[config.mk]
export PLATFORM = sky130hd
export DESIGN_NAME = pf_lanectrl_pause_seq
export DESIGN_NICKNAME = d
export VERILOG_FILES = /design/src/rtl/pf_lanectrl_pause_pkg.sv /design/src/rtl/pf_lanectrl_cycle_timer.sv /design/src/rtl/pf_lanectrl_pause_seq.sv
export SDC_FILE = /design/constraint.sdc
export NUM_CORES = 1
export LEC_CHECK = 0
export CORE_UTILIZATION = 47
export CTS_CLUSTER_SIZE = 25
export DETAILED_ROUTE_END_ITERATION = 8
export GPL_ROUTABILITY_DRIVEN = 0
export PLACE_DENSITY = 0.81
export RECOVER_POWER = 50
export SLEW_MARGIN = 10
export SYNTH_ARGS = -nofsm -noshare
export SYNTH_HDL_FRONTEND = slang
export SYNTH_SLANG_ARGS = --single-unit
[constraint.sdc]
create_clock -name CLK -period 1.5 [get_ports CLK]
set_input_delay 0.15 -clock CLK [delete_from_list [all_inputs] [get_ports CLK]]
set_output_delay 0.15 -clock CLK [all_outputs]
set_load 0.05 [all_outputs]
[src/rtl/pf_lanectrl_pause_pkg.sv]
// ============================================================================
// pf_lanectrl_pause_pkg : shared types and limits for the pause sequencer
// Rev 1.0 - initial release
// ============================================================================
`default_nettype none

package pf_lanectrl_pause_pkg;

    typedef enum logic [2:0] {
        ST_IDLE  = 3'd0,
        ST_PRE   = 3'd1,
        ST_MOVE  = 3'd2,
        ST_GAP   = 3'd3,
        ST_POST  = 3'd4,
        ST_GUARD = 3'd5
    } pause_state_e;

    localparam int TIMER_W = 4;

    localparam int PRE_MIN  = 3;
    localparam int PRE_MAX  = 15;
    localparam int GAP_MIN  = 0;
    localparam int GAP_MAX  = 15;
    localparam int POST_MIN = 1;
    localparam int POST_MAX = 15;
    localparam int IDLE_MIN = 0;
    localparam int IDLE_MAX = 15;

    function automatic bit in_range(input int val, input int lo, input int hi);
        return (val >= lo) && (val <= hi);
    endfunction

endpackage

`default_nettype wire

[src/rtl/pf_lanectrl_cycle_timer.sv]
// ============================================================================
// pf_lanectrl_cycle_timer : loadable down-counter with zero flag
// Rev 1.0 - initial release
// ============================================================================
`default_nettype none

module pf_lanectrl_cycle_timer
    import pf_lanectrl_pause_pkg::*;
#(
    parameter int WIDTH = TIMER_W
) (
    input  logic             CLK,
    input  logic             RESET,
    input  logic             i_load,
    input  logic [WIDTH-1:0] i_load_val,
    input  logic             i_en,
    output logic             o_zero
);

    logic [WIDTH-1:0] count_q;
    logic [WIDTH-1:0] count_d;

    // Load wins over count; the counter parks at zero rather than wrapping.
    always_comb begin
        count_d = count_q;
        if (i_load) begin
            count_d = i_load_val;
        end else if (i_en && (count_q != '0)) begin
            count_d = count_q - WIDTH'(1);
        end
    end

    always_ff @(posedge CLK or posedge RESET) begin
        if (RESET) begin
            count_q <= '0;
        end else begin
            count_q <= count_d;
        end
    end

    assign o_zero = (count_q == '0);

endmodule

`default_nettype wire

[src/rtl/pf_lanectrl_pause_seq.sv]
// ============================================================================
// pf_lanectrl_pause_seq : pauses the HS IO clock around IOG delay-line moves
// Rev 1.0 - initial release
// ============================================================================
`default_nettype none

module pf_lanectrl_pause_seq
    import pf_lanectrl_pause_pkg::*;
#(
    parameter int STEP_W            = 7,
    parameter int PRE_PAUSE_CYCLES  = 4,
    parameter int MOVE_GAP          = 2,
    parameter int POST_PAUSE_CYCLES = 4,
    parameter int MIN_IDLE          = 2,
    parameter bit ENABLE_PAUSE      = 1'b1
) (
    input  logic              CLK,
    input  logic              RESET,
    input  logic              UPD_REQ,
    input  logic              UPD_DIR,
    input  logic [STEP_W-1:0] UPD_STEPS,
    output logic              BUSY,
    output logic              UPD_DONE,
    output logic              HS_IO_CLK_PAUSE,
    output logic              DELAY_MOVE,
    output logic              DELAY_DIR
);

    generate
        if (STEP_W < 1) begin : g_chk_step_w
            $error("STEP_W must be at least 1");
        end
        if (!in_range(PRE_PAUSE_CYCLES, PRE_MIN, PRE_MAX)) begin : g_chk_pre
            $error("PRE_PAUSE_CYCLES out of range");
        end
        if (!in_range(MOVE_GAP, GAP_MIN, GAP_MAX)) begin : g_chk_gap
            $error("MOVE_GAP out of range");
        end
        if (!in_range(POST_PAUSE_CYCLES, POST_MIN, POST_MAX)) begin : g_chk_post
            $error("POST_PAUSE_CYCLES out of range");
        end
        if (!in_range(MIN_IDLE, IDLE_MIN, IDLE_MAX)) begin : g_chk_idle
            $error("MIN_IDLE out of range");
        end
    endgenerate

    // GUARD also covers the release/done cycle, hence MIN_IDLE rather than MIN_IDLE-1.
    localparam logic [TIMER_W-1:0] c_pre_load   = TIMER_W'(PRE_PAUSE_CYCLES - 1);
    localparam logic [TIMER_W-1:0] c_gap_load   = TIMER_W'(MOVE_GAP - 1);
    localparam logic [TIMER_W-1:0] c_post_load  = TIMER_W'(POST_PAUSE_CYCLES - 1);
    localparam logic [TIMER_W-1:0] c_guard_load = TIMER_W'(MIN_IDLE);

    pause_state_e      state_q,  state_d;
    logic [STEP_W-1:0] steps_q,  steps_d;
    logic              dir_q,    dir_d;
    logic              busy_q,   busy_d;
    logic              done_q,   done_d;
    logic              pause_q,  pause_d;
    logic              move_q,   move_d;

    logic               w_tmr_load;
    logic [TIMER_W-1:0] w_tmr_val;
    logic               w_tmr_en;
    logic               w_tmr_zero;

    pf_lanectrl_cycle_timer #(
        .WIDTH      (TIMER_W)
    ) u_timer (
        .CLK        (CLK),
        .RESET      (RESET),
        .i_load     (w_tmr_load),
        .i_load_val (w_tmr_val),
        .i_en       (w_tmr_en),
        .o_zero     (w_tmr_zero)
    );

    always_comb begin
        state_d    = state_q;
        steps_d    = steps_q;
        dir_d      = dir_q;
        done_d     = 1'b0;
        w_tmr_load = 1'b0;
        w_tmr_val  = '0;
        w_tmr_en   = 1'b0;

        case (state_q)
            ST_IDLE: begin
                if (UPD_REQ) begin
                    if (UPD_STEPS != '0) begin
                        steps_d    = UPD_STEPS;
                        dir_d      = UPD_DIR;
                        state_d    = ST_PRE;
                        w_tmr_load = 1'b1;
                        w_tmr_val  = c_pre_load;
                    end else begin
                        done_d = 1'b1;
                    end
                end
            end

            ST_PRE: begin
                if (w_tmr_zero) begin
                    state_d = ST_MOVE;
                end else begin
                    w_tmr_en = 1'b1;
                end
            end

            ST_MOVE: begin
                steps_d = steps_q - STEP_W'(1);
                if (steps_q == STEP_W'(1)) begin
                    state_d    = ST_POST;
                    w_tmr_load = 1'b1;
                    w_tmr_val  = c_post_load;
                end else if (MOVE_GAP == 0) begin
                    state_d = ST_MOVE;
                end else begin
                    state_d    = ST_GAP;
                    w_tmr_load = 1'b1;
                    w_tmr_val  = c_gap_load;
                end
            end

            ST_GAP: begin
                if (w_tmr_zero) begin
                    state_d = ST_MOVE;
                end else begin
                    w_tmr_en = 1'b1;
                end
            end

            ST_POST: begin
                if (w_tmr_zero) begin
                    done_d = 1'b1;
                    if (MIN_IDLE == 0) begin
                        state_d = ST_IDLE;
                    end else begin
                        state_d    = ST_GUARD;
                        w_tmr_load = 1'b1;
                        w_tmr_val  = c_guard_load;
                    end
                end else begin
                    w_tmr_en = 1'b1;
                end
            end

            ST_GUARD: begin
                if (w_tmr_zero) begin
                    state_d = ST_IDLE;
                end else begin
                    w_tmr_en = 1'b1;
                end
            end

            default: begin
                state_d = ST_IDLE;
            end
        endcase

        // Outputs are decoded from the next state so they are flop outputs aligned with it.
        busy_d  = (state_d != ST_IDLE);
        pause_d = ENABLE_PAUSE && (state_d inside {ST_PRE, ST_MOVE, ST_GAP, ST_POST});
        move_d  = (state_d == ST_MOVE);
    end

    always_ff @(posedge CLK or posedge RESET) begin
        if (RESET) begin
            state_q <= ST_IDLE;
            steps_q <= '0;
            dir_q   <= 1'b0;
            busy_q  <= 1'b0;
            done_q  <= 1'b0;
            pause_q <= 1'b0;
            move_q  <= 1'b0;
        end else begin
            state_q <= state_d;
            steps_q <= steps_d;
            dir_q   <= dir_d;
            busy_q  <= busy_d;
            done_q  <= done_d;
            pause_q <= pause_d;
            move_q  <= move_d;
        end
    end

    assign BUSY            = busy_q;
    assign UPD_DONE        = done_q;
    assign HS_IO_CLK_PAUSE = pause_q;
    assign DELAY_MOVE      = move_q;
    assign DELAY_DIR       = dir_q;

endmodule

`default_nettype wire

# [Word level (Yosys, flattened, before mapping)]
# Cells that the tools add are included.
[classes] n_eq_ne=12 n_addsub=2 n_mux=26 reduce_logical=13
[op_table] cell="$mux W3" n=6
[op_table] cell="$pmux W3 S5" n=1
[op_table] cell="$mux W7" n=2
[op_table] cell="$pmux W7 S2" n=1
[op_table] cell="$eq A3 B2 Y1 const B" n=4
[op_table] cell="$eq A3 B3 Y1 const B" n=3
[op_table] cell="$mux W2" n=4
[op_table] cell="$mux W4" n=2
[op_table] cell="$reduce_bool A4 Y1" n=2
[op_table] cell="$eq A7 B1 Y1 const B" n=1
[op_table] cell="$mux W1" n=7
[op_table] cell="$reduce_bool A7 Y1" n=1
[op_table] cell="$sub A7 B1 Y7 const B" n=1
[op_table] cell="$eq A3 B1 Y1 const B" n=2
[op_table] cell="$pmux W2 S3" n=1
[op_table] cell="$reduce_and A3 Y1" n=2
[op_table] cell="$logic_not A4 Y1" n=1
[op_table] cell="$ne A2 B2 Y1 const B" n=2
[op_table] cell="$reduce_bool A2 Y1" n=2
[op_table] cell="$reduce_or A4 Y1" n=1
[op_table] cell="$sub A4 B1 Y4 const B" n=1
[op_table] cell="$logic_not A3 Y1" n=1
[op_table] cell="$pmux W1 S3" n=1
[op_table] cell="$reduce_bool A3 Y1" n=1
[op_table] cell="other kinds (3)" n=3
[word_totals] in_bits=11 register_bits=19 word_cells=61 out_inout_bits=5

# [Depth between registers and ports, before layout]
# Gate-level depths: netlist of run 1.
[logic_depth] word_depth=6 mapped_depth=6 ltp_nobuf=6

# [Modules after synthesis]
# Synthesis of run 1 repeated with hierarchy kept, for this count alone.
[unflattened] cells_unflattened=119 hier_area_um2=1142.3
[by_module_without_submodules] mod="pf_lanectrl_pause_seq" cells_each=91 instances=1 seq_area_each_um2=375.4 area_per_inst_um2=880.8
[by_module_without_submodules] mod="pf_lanectrl_cycle_timer" cells_each=28 instances=1 seq_area_each_um2=100.1 area_per_inst_um2=261.5

# [Worst setup path after synthesis of run 1]
# No wires, ideal clock.
[synth_path] kind="reg2reg" startpoint="reg state_q[2]" endpoint="reg steps_q[5]" synth_period_minus_slack_ns=1.674 path_buffers=1 stages_incl_launch_ff=5 t_arrival_ns=1.588 required_time_ns=1.413 slack_ns=-0.174 setup_ns=0.087 path_cell_list="dfrtp_1 -> or3b_2 -> clkbuf_1 -> or4_1 -> o211ai_1"
[synth_between] elab_chain_cells=3 word_cells_on_any_way=7 cone_classes="eq/ne (3); mux (1); reduce/logical (3)"
[synth_rtl] item="from (decl)" line_no="pf_lanectrl_pause_seq.sv:53" text="pause_state_e state_q, state_d;"
[synth_rtl] item="from (signal assigned)" line_no="pf_lanectrl_pause_seq.sv:176" text="state_q <= state_d;"
[synth_rtl] item="$eq A3 B2 Y1 or $logic_not A3 Y1 (tied branches)" line_no="pf_lanectrl_pause_seq.sv:86" text="case (state_q)"
[synth_rtl] item="$reduce_bool A2 Y1 (no line) or $ne A2 B2 Y1 (tied branches)"
[synth_rtl] item="$reduce_and A3 Y1 (no line)"
[synth_rtl] item="to (signal assigned)" line_no="pf_lanectrl_pause_seq.sv:177" text="steps_q <= steps_d;"
[synth_rtl] item="to (decl)" line_no="pf_lanectrl_pause_seq.sv:54" text="logic [STEP_W-1:0] steps_q, steps_d;"
# Parallel ways exist; a longest one is shown, timed or not.
# A chain may end at the register's enable or synchronous reset.

# [Worst setup path after layout of run 1]
[layout_path] startpoint="in UPD_STEPS[3]" endpoint="reg steps_q[1]"
[layout_between] elab_chain_cells=3
[layout_rtl] item="from (decl)" line_no="pf_lanectrl_pause_seq.sv:21" text="input logic [STEP_W-1:0] UPD_STEPS,"
[layout_rtl] item="$reduce_bool A7 Y1" line_no="pf_lanectrl_pause_seq.sv:89" text="if (UPD_STEPS != '0) begin"
[layout_rtl] item="$ne A2 B2 Y1 (no line)"
[layout_rtl] item="$reduce_and A3 Y1 (no line)"
# Every way passes these cells.

==> results of run 1 <==
## timing repair
item                                    in CTS  in global routing
buffers inserted                             4                  4
endpoints found under the setup margin      16                 17
cloned                                       1                  0
pin swaps                                   14                 14
resized for setup                           23                 26
## cells by family after synthesis
family,after synthesis
fa+ha+maj,3
compound gates,35
simple gates,44
buf+inv,12
xor+xnor,3
mux,2
flops,19
## cells in the final DEF (no fill, tap or decap), drive strengths merged
cell / n
clkdlybuf4s15: 3
o211ai: 6
o31a: 1
or3b: 2
a222oi: 1
and3: 3
a221oi: 1
mux2: 1
dfrtp: 19
nor2: 11
nor3b: 2
nand2: 9
o221ai: 2
dlygate4sd2: 1
clkbuf: 4
clkinv: 1
a21boi: 1
xnor2: 1
ha: 3
dlygate4sd3: 1
a211o: 1
mux2i: 1
a21oi: 5
o41ai: 1
o21ai: 13
buf: 36
and4: 1
nand3: 4
nor2b: 3
nor4b: 1
clkdlybuf4s50: 5
xor2: 2
inv: 7
a31oi: 2
or4: 4
or3: 1
nor3: 3
a22oi: 1
## Yosys cell counts
master	n	area, sq um
buf_2	2	10.0
nor2b_1	3	18.8
o211ai_1	6	45.0
nor4b_2	1	15.0
mux2i_1	1	10.0
xor2_1	2	17.5
inv_1	7	26.3
xnor2_1	1	8.76
nor3b_1	2	15.0
clkbuf_1	3	11.3
a31oi_1	2	12.5
or3b_2	2	17.5
nor2_1	11	41.3
o221ai_1	2	17.5
a221oi_1	1	8.76
nor3_1	3	15.0
a22oi_1	1	7.51
a21oi_1	5	25.0
nand3_1	4	20.0
ha_1	3	37.5
o41ai_4	1	27.5
dfrtp_1	19	475
mux2_2	1	11.3
or3_1	1	6.26
or4_4	1	11.3
o21ai_0	12	60.1
nand2_1	9	33.8
and3_1	3	18.8
and4_1	1	8.76
a211o_1	1	8.76
o31a_1	1	8.76
a222oi_1	1	10.0
or4_1	3	22.5
a21boi_0	1	7.51
o21ai_1	1	5.00
## state kept, by name, indices dropped and copies added (netlist names)
signal,cells
state_q,3
DELAY_DIR,1
steps_q,7
u_timer.count_q,4
DELAY_MOVE,1
UPD_DONE,1
BUSY,1
HS_IO_CLK_PAUSE,1
## routing by layer
metal	vias up	share of wire	track usage
met5	-	0	0
met4	0	0.034	0.106
met3	16	0.073	0.0424
met2	74	0.52	0.447
met1	563	0.38	0.288
li1	525	-	-
## critical path, stage by stage
cell	delay, ns
clkdlybuf4s15_1	0.20
or4_4	0.55
buf_4	0.17
o41ai_4	0.27
buf_6	0.19
nor2_1	0.06
a221oi_1	0.26
## worst min-delay path by stage
stage | from | cells after the start | endpoint
floorplan | RESET | 1 | BUSY$_DFF_PP0_
global placement | RESET | 3 | UPD_DONE$_DFF_PP0_
detailed placement | RESET | 3 | steps_q[0]$_DFFE_PP0P_
CTS | RESET | 3 | u_timer.count_q[2]$_DFFE_PP0P_
global route | UPD_STEPS[4] | 3 | steps_q[4]$_DFFE_PP0P_
finish | UPD_STEPS[4] | 3 | steps_q[4]$_DFFE_PP0P_
## power by group through the flow
stage / clock network, uW / logic [uW] / registers (uW)
final: 271 / 1790 / 848
after detailed placement: 0 / 1320 / 822
after CTS: 274 / 1470 / 815
after floorplan: 0 / 776 / 928
after global placement: 0 / 1280 / 813
after global routing: 284 / 1930 / 861
## final cells by class
| type | count | area, sq um | area share |
|---|---|---|---|
| multi-input combinational | 87 | 708 | 0.423 |
| sequential | 19 | 475 | 0.284 |
| timing repair buffer | 47 | 403 | 0.240 |
| tap | 28 | 35.0 | 0.0209 |
| inverter | 7 | 26.3 | 0.0157 |
| clock buffer | 3 | 22.5 | 0.0134 |
| clock inverter | 1 | 5.00 | 0.00299 |
## metrics by stage
stage                     hold slack (ns)  utilization
after floorplan                     0.101            -
after global placement              0.491        0.650
after detailed placement            0.495        0.650
after CTS                           0.158        0.705
after global routing                0.220        0.757
final                               0.209        0.757
==> metrics.csv, run 1 <==
metric;value;unit
synth_compound_area_frac;0.223;
min_period;1.65;ns
max_freq;606;MHz
status;finished, violations left;
startpoint_type;input port;
seq_area_frac_synth;0.434;
seq_power_share;0.292;
clock_path_buffers;2;
yosys_warnings;0;
postLayoutSetupSlackWorst;-0.151;ns
clkSlewWorstSetupHoldPaths;0.12;ns
internal_power;1650;uW
critPathArrivalTime;1.86;ns
ir_drop;0.00130;V
final.setup_skew;0.0127;ns
regToRegSetupSlack;-0.13;ns
r2r_cells;7;
grt_pass1_wl;4630;microns
synthXorXnorAreaFrac;0.0240;
io_buffers;15;
cts_root_buf;clkbuf_4;
hold_buffers;0;
grt_start_max_net_pins;20;
place_area;1440;sq um
wl_per_cell;17.4;microns
relSlewSlack;0.315;
synthAdderAreaFrac;0.0342;
finalHoldViolCount;0;
combinationalPowerShare;0.615;
maxCapViolCount;0;
antenna_found_initial;0;
drive_gt1_frac;0.427;
insertion_delay;0.31;ns
power;2910;uW
drt_iter0_drc;70;
fin_setup_tns;-0.845;ns
h-tree-depth;1;
crit_start;UPD_STEPS[3];
power.switching;1260;uW
leakage;0.000718;uW
n_antenna_cell;0;
grt_pass1_vias;1067;
io_pins;16;
rr_endpoint;steps_q[1]$_DFFE_PP0P_;
fin_nets;179;
placed_cells;179;
violations;negative setup slack;
finalSetupViolCount;14;
initial_utilization;0.495;
netlist_area;1100;sq um
swShare;0.433;
required;1.71;ns
synth_cells;118;
hold_path_class;input port to flip-flop;
die_x;50.3;microns
fin_crit_sh;1.10;
via_per_inst;6.14;
cts_tree;yes;
cp-end-kind;flip-flop;
pwr_density_cell;1730;nW/um^2
path_class;input port to flip-flop;
design_area;1680;sq um
dp_hpwl;1880;microns
r2r-start;state_q[1]$_DFF_PP0_;
layout.cells.non_filler;192;
syn2layout_area_growth;52.9;%
core;2210;sq um
die_h;50.3;microns
cts_buffers;3;
power_frac_clock;0.093;
worst_slew_pin_slew;1.03;ns
synth_top_family_by_area;compound AO/OA/AOI/OAI gates;
cts.sinks;19;
die_area;2530;sq um
route.vias.total;1178;
pre_cts_slack;-0.597;ns
ant_nets;0;
overflow;0;
drv_slew;0;
rows;17;
synthSimpleGateAreaFrac;0.223;
fillCellCount;145;
crit_fanout;6;
synthMuxAreaShare;0.0194;
crit_end;steps_q[1]$_DFFE_PP0P_;
synth_nets;132;
synth.avg_cell_area;9.29;sq um
drc;0;
dr.pass1.iters;5;
rsz0062_at_grt;yes;
routed_wl;3330;microns
grt_usage;0.249;
ys_seq_elements;19;
synth_cell_types;35;
Power figures use the tool's default switching activity.
==> inputs of run 2 (changes only) <==
Settings changed: CORE_UTILIZATION 47 to 57, PLACE_DENSITY 0.81 to 0.91, SYNTH_HIERARCHICAL from default to 1.
Clock period 1.5 ns to 2 ns, I/O delays scaled along.
==> metrics.csv, run 2 <==
metric;value;unit;change
status;finished, violations left;;
violations;negative setup slack;;
layout.cells.non_filler;180;;-6.3%
pwr_density_cell;1280;nW/um^2;-26%
yosys_warnings;6;;+6
fin_nets;170;;-5.0%
drv_slew;0;;unchanged
ir_drop;0.000993;V;-24%
place_area;1410;sq um;-2.1%
cts.sinks;19;;unchanged
cts_buffers;3;;unchanged
synth_cells;119;;+0.85%
placed_cells;166;;-7.3%
dr.pass1.iters;5;;unchanged
design_area;1540;sq um;-8.4%
critPathArrivalTime;2.29;ns;+0.43 ns
clkSlewWorstSetupHoldPaths;0.13;ns;about the same
required;2.20;ns;+0.49 ns
hold_path_class;input port to async pin;;
synthArstFlopShare;1.00;;unchanged
max_freq;478;MHz;
io_buffers;15;;unchanged
die_x;46.8;microns;-7.0%
rows;15;;-2
wl_per_cell;18.1;microns;+4.2%
power;1960;uW;-33%
largest-register;steps_q;;
fin_setup_tns;-0.110;ns;+0.735 ns
utilization;0.852;;+0.0947
die_area;2190;sq um;-14%
worst_slew_pin_slew;0.576;ns;-0.452 ns
initial_utilization;0.634;;+0.139
synth_edf_count;0;;unchanged
layout_common_cells;21 x buf_4, 19 x dfrtp_1, 15 x nand2_1;;
fin_crit_sh;1.05;;
synth.area.top_cells;dfrtp_1 42%, nand2_1 5.3%, ha_1 3.3%, a21oi_1 3.1%, inv_1 3.0%;;
cts_root_buf;clkbuf_4;;
syn2layout_area_growth;34.4;%;
largest_register_ffs;7;;unchanged
netlist_top_cells_count;19 x dfrtp_1, 16 x nand2_1, 9 x inv_1;;
drt_iter0_drc;55;;-21%
synth_area_leader_cell;dfrtp_1;;
maxCapViolCount;0;;unchanged
die_h;46.8;microns;-7.0%
path_class;flip-flop to flip-flop;;
cp-end-kind;flip-flop;;
core;1800;sq um;-19%
yosysTopAreaCellShare;0.416;;-0.0176
final_common_cell;buf_4;;
reg_top3;steps_q (7), u_timer/count_q (4), state_q (3);;
post-synth-top-count-cell;dfrtp_1;;
hold_buffers;0;;unchanged
crit_fanout;7;;+1
via_per_inst;6.13;;-0.12%
seq_area_frac_synth;0.416;;-0.0176
overflow;0;;unchanged
rsz0062_at_grt;yes;;
clock_path_buffers;2;;unchanged
synth_cell_types;45;;+29%
finalHoldViolCount;0;;unchanged
grt_start_max_net_pins;16;;-20%
min_period;2.09;ns;
route.vias.total;1103;;-6.4%
netlist_area;1140;sq um;+4.2%
synthFlopType;dfrtp_1;;
grt_pass1_wl;4230;microns;-8.6%
ant_nets;0;;unchanged
startpoint_type;flip-flop;;
leakage;0.000683;uW;-4.9%
synth.avg_cell_area;9.60;sq um;+3.3%
grt_pass1_vias;990;;-7.2%
insertion_delay;0.32;ns;about the same
h-tree-depth;1;;unchanged
drc;0;;unchanged
relSlewSlack;0.615;;+0.301
grt_usage;0.279;;+0.0302
antenna_found_initial;0;;unchanged
finalSetupViolCount;2;;-12
routed_wl;3260;microns;-2.3%
cts_tree;yes;;
ys_seq_elements;19;;unchanged
io_pins;16;;unchanged
drive_gt1_frac;0.297;;-0.130
postLayoutSetupSlackWorst;-0.0922;ns;+0.0589 ns
n_antenna_cell;0;;unchanged
dp_hpwl;1930;microns;+2.5%
final.setup_skew;0.0116;ns;-0.00107 ns
-- run 2: kinds of logic (layout without fill, tap and decap cells) --
family,Yosys count,in the layout,share of synthesized area
other,1,2,0.00328
muxes,1,1,0.00876
and+or+nand+nor,53,53,0.301
DFF,19,19,0.416
AOI/OAI and AO/OA,28,28,0.184
buffers and inverters,14,49,0.0537
adders and majority gates,3,3,0.0329
-- run 2: report_power, final --
| part | switching [uW] | internal (uW) | total, uW | leakage, uW |
|---|---|---|---|---|
| clock | 137 | 78.1 | 215 | 0.0000150 |
| combinational | 520 | 549 | 1070 | 0.000448 |
| sequential | 160 | 515 | 675 | 0.000221 |
-- run 2: repair_timing --
| item | in CTS | in global routing |
|---|---|---|
| pin swaps | 1 | 1 |
| setup endpoints to repair | 1 | 1 |
| setup buffers | 4 | 6 |
| gates cloned | 0 | 0 |
| resized for setup | 2 | 2 |
-- run 2: area by class of cell --
class,count,area [sq um]
multi-input cells,87,658
flip-flops and latches,19,475
repair buffers,36,308
fillers,103,267
inverters,9,36.3
well taps,25,31.3
clock buffers,4,26.3
-- run 2: final timing paths --
check	startpoint	end	slack [ns]	depth (start not counted)
max reg2reg	u_timer/count_q[0]$_DFFE_PP0P_	u_timer/count_q[3]$_DFFE_PP0P_	-0.09	9
min	RESET	u_timer/count_q[0]$_DFFE_PP0P_	0.25	2
max in group asynchronous	RESET	steps_q[5]$_DFFE_PP0P_	1.19	2
min in group CLK	UPD_DIR	DELAY_DIR$_DFFE_PP0P_	0.48	3
max	u_timer/count_q[0]$_DFFE_PP0P_	u_timer/count_q[3]$_DFFE_PP0P_	-0.09	9
min reg2reg	steps_q[4]$_DFFE_PP0P_	steps_q[4]$_DFFE_PP0P_	0.58	1
-- run 2: routing by layer --
| layer | part of all wire | track usage | up-vias | wire length [microns] |
|---|---|---|---|---|
| met5 | 0 | 0 | - | 0 |
| met1 | 0.38 | 0.342 | 507 | 1230 |
| li1 | - | - | 499 | - |
| met4 | 0.045 | 0.137 | 0 | 148 |
| met2 | 0.49 | 0.469 | 80 | 1580 |
| met3 | 0.091 | 0.0538 | 17 | 297 |
-- run 2: critical path, stage by stage, from the launching register on --
cell and delay (ns):
dfrtp_1 0.42, inv_2 0.08, ha_4 0.12, or3b_4 0.39, inv_4 0.09, nand3b_1 0.12, or2_4 0.30, nand2_4 0.10
nor3_2 0.05, a221o_1 0.30
-- run 2: stage by stage --
step	hold WS [ns]	setup slack (ns)
after detailed placement	0.429	-0.0622
final	0.247	-0.0922
after CTS	0.0988	0.00242
after global placement	0.431	0.0231
after global routing	0.276	-0.126
after floorplan	-0.0339	-0.0602
==> inputs of run 3 (changes only) <==
Settings changed: CORE_UTILIZATION 57 to 53, PLACE_DENSITY 0.91 to 0.86.
Clock period 2 ns to 2.4 ns, I/O delays scaled along.
==> metrics.csv, run 3 (synthesis gave the netlist of run 2 again) <==
metric;value;unit;change
maxCapViolCount;0;;unchanged
grt_start_max_net_pins;16;;unchanged
regArea;475;sq um;unchanged
path_class;flip-flop to flip-flop;;
drive_gt1_frac;0.199;;-0.0982
overflow;0;;unchanged
die_h;48.4;microns;+3.5%
rr_endpoint;u_timer/count_q[3]$_DFFE_PP0P_;;
min_period;2.32;ns;+0.223 ns
power;1370;uW;-30%
hold_path_class;input port to async pin;;
rows;16;;+1
dp_hpwl;1810;microns;-6.0%
cts_buffers;3;;unchanged
cts_tree;yes;;
finalHoldViolCount;0;;unchanged
cts.sinks;19;;unchanged
met3_usage;0.0283;;-0.0255
initial_utilization;0.571;;-0.0634
power.switching;554;uW;-32%
routed_wl;2380;microns;-27%
n_antenna_cell;0;;unchanged
io_buffers;15;;unchanged
cts_root_buf;clkbuf_4;;
fillCellCount;157;;+52%
status;complete, no violations;;
insertion_delay;0.29;ns;-0.03 ns
max_freq;432;MHz;-9.6%
clkSlewWorstSetupHoldPaths;0.11;ns;-0.02 ns
use_met1;0.287;;-0.0550
gr-usage-met2;0.430;;-0.0399
critPathArrivalTime;2.50;ns;+0.21 ns
multiInputGateArea;619;sq um;-5.9%
final.setup_skew;0.00256;ns;-0.00905 ns
fin_crit_sh;0.965;;-0.0813
worst_slew_pin_slew;0.576;ns;-0.000505 ns
grt_usage;0.235;;-0.0442
die_x;48.4;microns;+3.5%
drc;0;;unchanged
internal_power;817;uW;-28%
dr.pass1.iters;4;;-1
crit_fanout;7;;unchanged
syn2layout_area_growth;21.8;%;
largest-register;steps_q;;
layout_common_cells;19 x dfrtp_1, 15 x nand2_1, 14 x clkdlybuf4s50_1;;
ir_drop;0.000644;V;-35%
clock_path_buffers;2;;unchanged
final_common_cell;dfrtp_1;;
largest_register_ffs;7;;unchanged
route.vias.total;957;;-13%
grt_pass1_vias;960;;-3.0%
fin_nets;156;;-8.2%
seq_power_share;0.405;;+0.060
leakage;0.000604;uW;-12%
r2r_cells;9;;unchanged
die_area;2340;sq um;+7.2%
crit_start;u_timer/count_q[0]$_DFFE_PP0P_;;
startpoint_type;flip-flop;;
combinationalPowerShare;0.476;;-0.070
io_pins;16;;unchanged
place_area;1360;sq um;-3.7%
ant_nets;0;;unchanged
regToRegSetupSlack;0.08;ns;+0.18 ns
utilization;0.695;;-0.157
reg_top3;steps_q (7), u_timer/count_q (4), state_q (3);;
wl_per_cell;14.1;microns;-22%
rsz0062_at_grt;no;;
cp-end-kind;flip-flop;;
hold_buffers;0;;unchanged
antenna_found_initial;0;;unchanged
relSlewSlack;0.616;;about the same
pwr_density_cell;986;nW/um^2;-23%
grt_pass1_wl;4310;microns;+1.8%
design_area;1390;sq um;-9.4%
power_frac_clock;0.119;;+0.009
busiest_layer;met2;;
finalSetupViolCount;0;;-2
required;2.58;ns;+0.38 ns
drt_iter0_drc;35;;-36%
h-tree-depth;1;;unchanged
r2r-start;u_timer/count_q[0]$_DFFE_PP0P_;;
swShare;0.404;;-0.0129
drv_slew;0;;unchanged
post-cts-setup-buffers;0;;-4
via_per_inst;5.70;;-7.0%
core;2000;sq um;+11%
[run 3: per-layer routing]
layer  wire, microns  share of wire
met2            1190           0.50
met1            1100           0.46
met4               0              0
met3              81          0.034
met5               0              0
[run 3: power groups by stage]
stage / logic [uW] / clock network (uW) / registers, uW
floorplan: 465 / 0 / 547
global placement: 609 / 0 / 549
detailed placement: 637 / 0 / 557
CTS: 642 / 168 / 550
global route: 729 / 178 / 570
finish: 653 / 163 / 555
[run 3: cell type report]
| class | count | share of cell area |
|---|---|---|
| Timing Repair Buffer | 22 | 0.146 |
| Tap cell | 27 | 0.0243 |
| Multi-Input combinational cell | 87 | 0.445 |
| Clock buffer | 4 | 0.0189 |
| Inverter | 9 | 0.0243 |
| Sequential cell | 19 | 0.342 |
[run 3: metrics by stage]
step	worst slack [ns]	hold WS (ns)	TNS (ns)	instances
finish	0.0845	0.289	0	168
global route	0.00595	0.302	0	168
CTS	0.0151	0.158	0	168
detailed placement	-0.0234	0.467	-0.0234	164
global placement	0.144	0.461	0	164
floorplan	0.0611	0.00608	0	120
[run 3: how the worst max path moves through the flow]
stage / to / slack, ns / cells past startpoint
2_1_floorplan: u_timer/count_q[3]$_DFFE_PP0P_ / 0.06 / 10
3_3_place_gp: u_timer/count_q[3]$_DFFE_PP0P_ / 0.14 / 9
3_5_place_dp: u_timer/count_q[3]$_DFFE_PP0P_ / -0.02 / 9
4_1_cts: u_timer/count_q[3]$_DFFE_PP0P_ / 0.02 / 9
5_1_grt: u_timer/count_q[3]$_DFFE_PP0P_ / 0.006 / 9
6_report: u_timer/count_q[3]$_DFFE_PP0P_ / 0.08 / 9
[run 3: worst max-delay path, cell delays in order (launching register included)]
cell and delay [ns]:
dfrtp_1 0.41, inv_1 0.11, ha_2 0.22, or3b_4 0.42, inv_2 0.11, nand3b_1 0.11, or2_2 0.33, nand2_4 0.12
nor3_1 0.05, a221o_1 0.32
[run 3: repair_timing]
action,CTS,global route
gates resized for setup,1,3
cloned,0,0
endpoints found under the setup margin,1,2
endpoints found under the hold margin,0,0
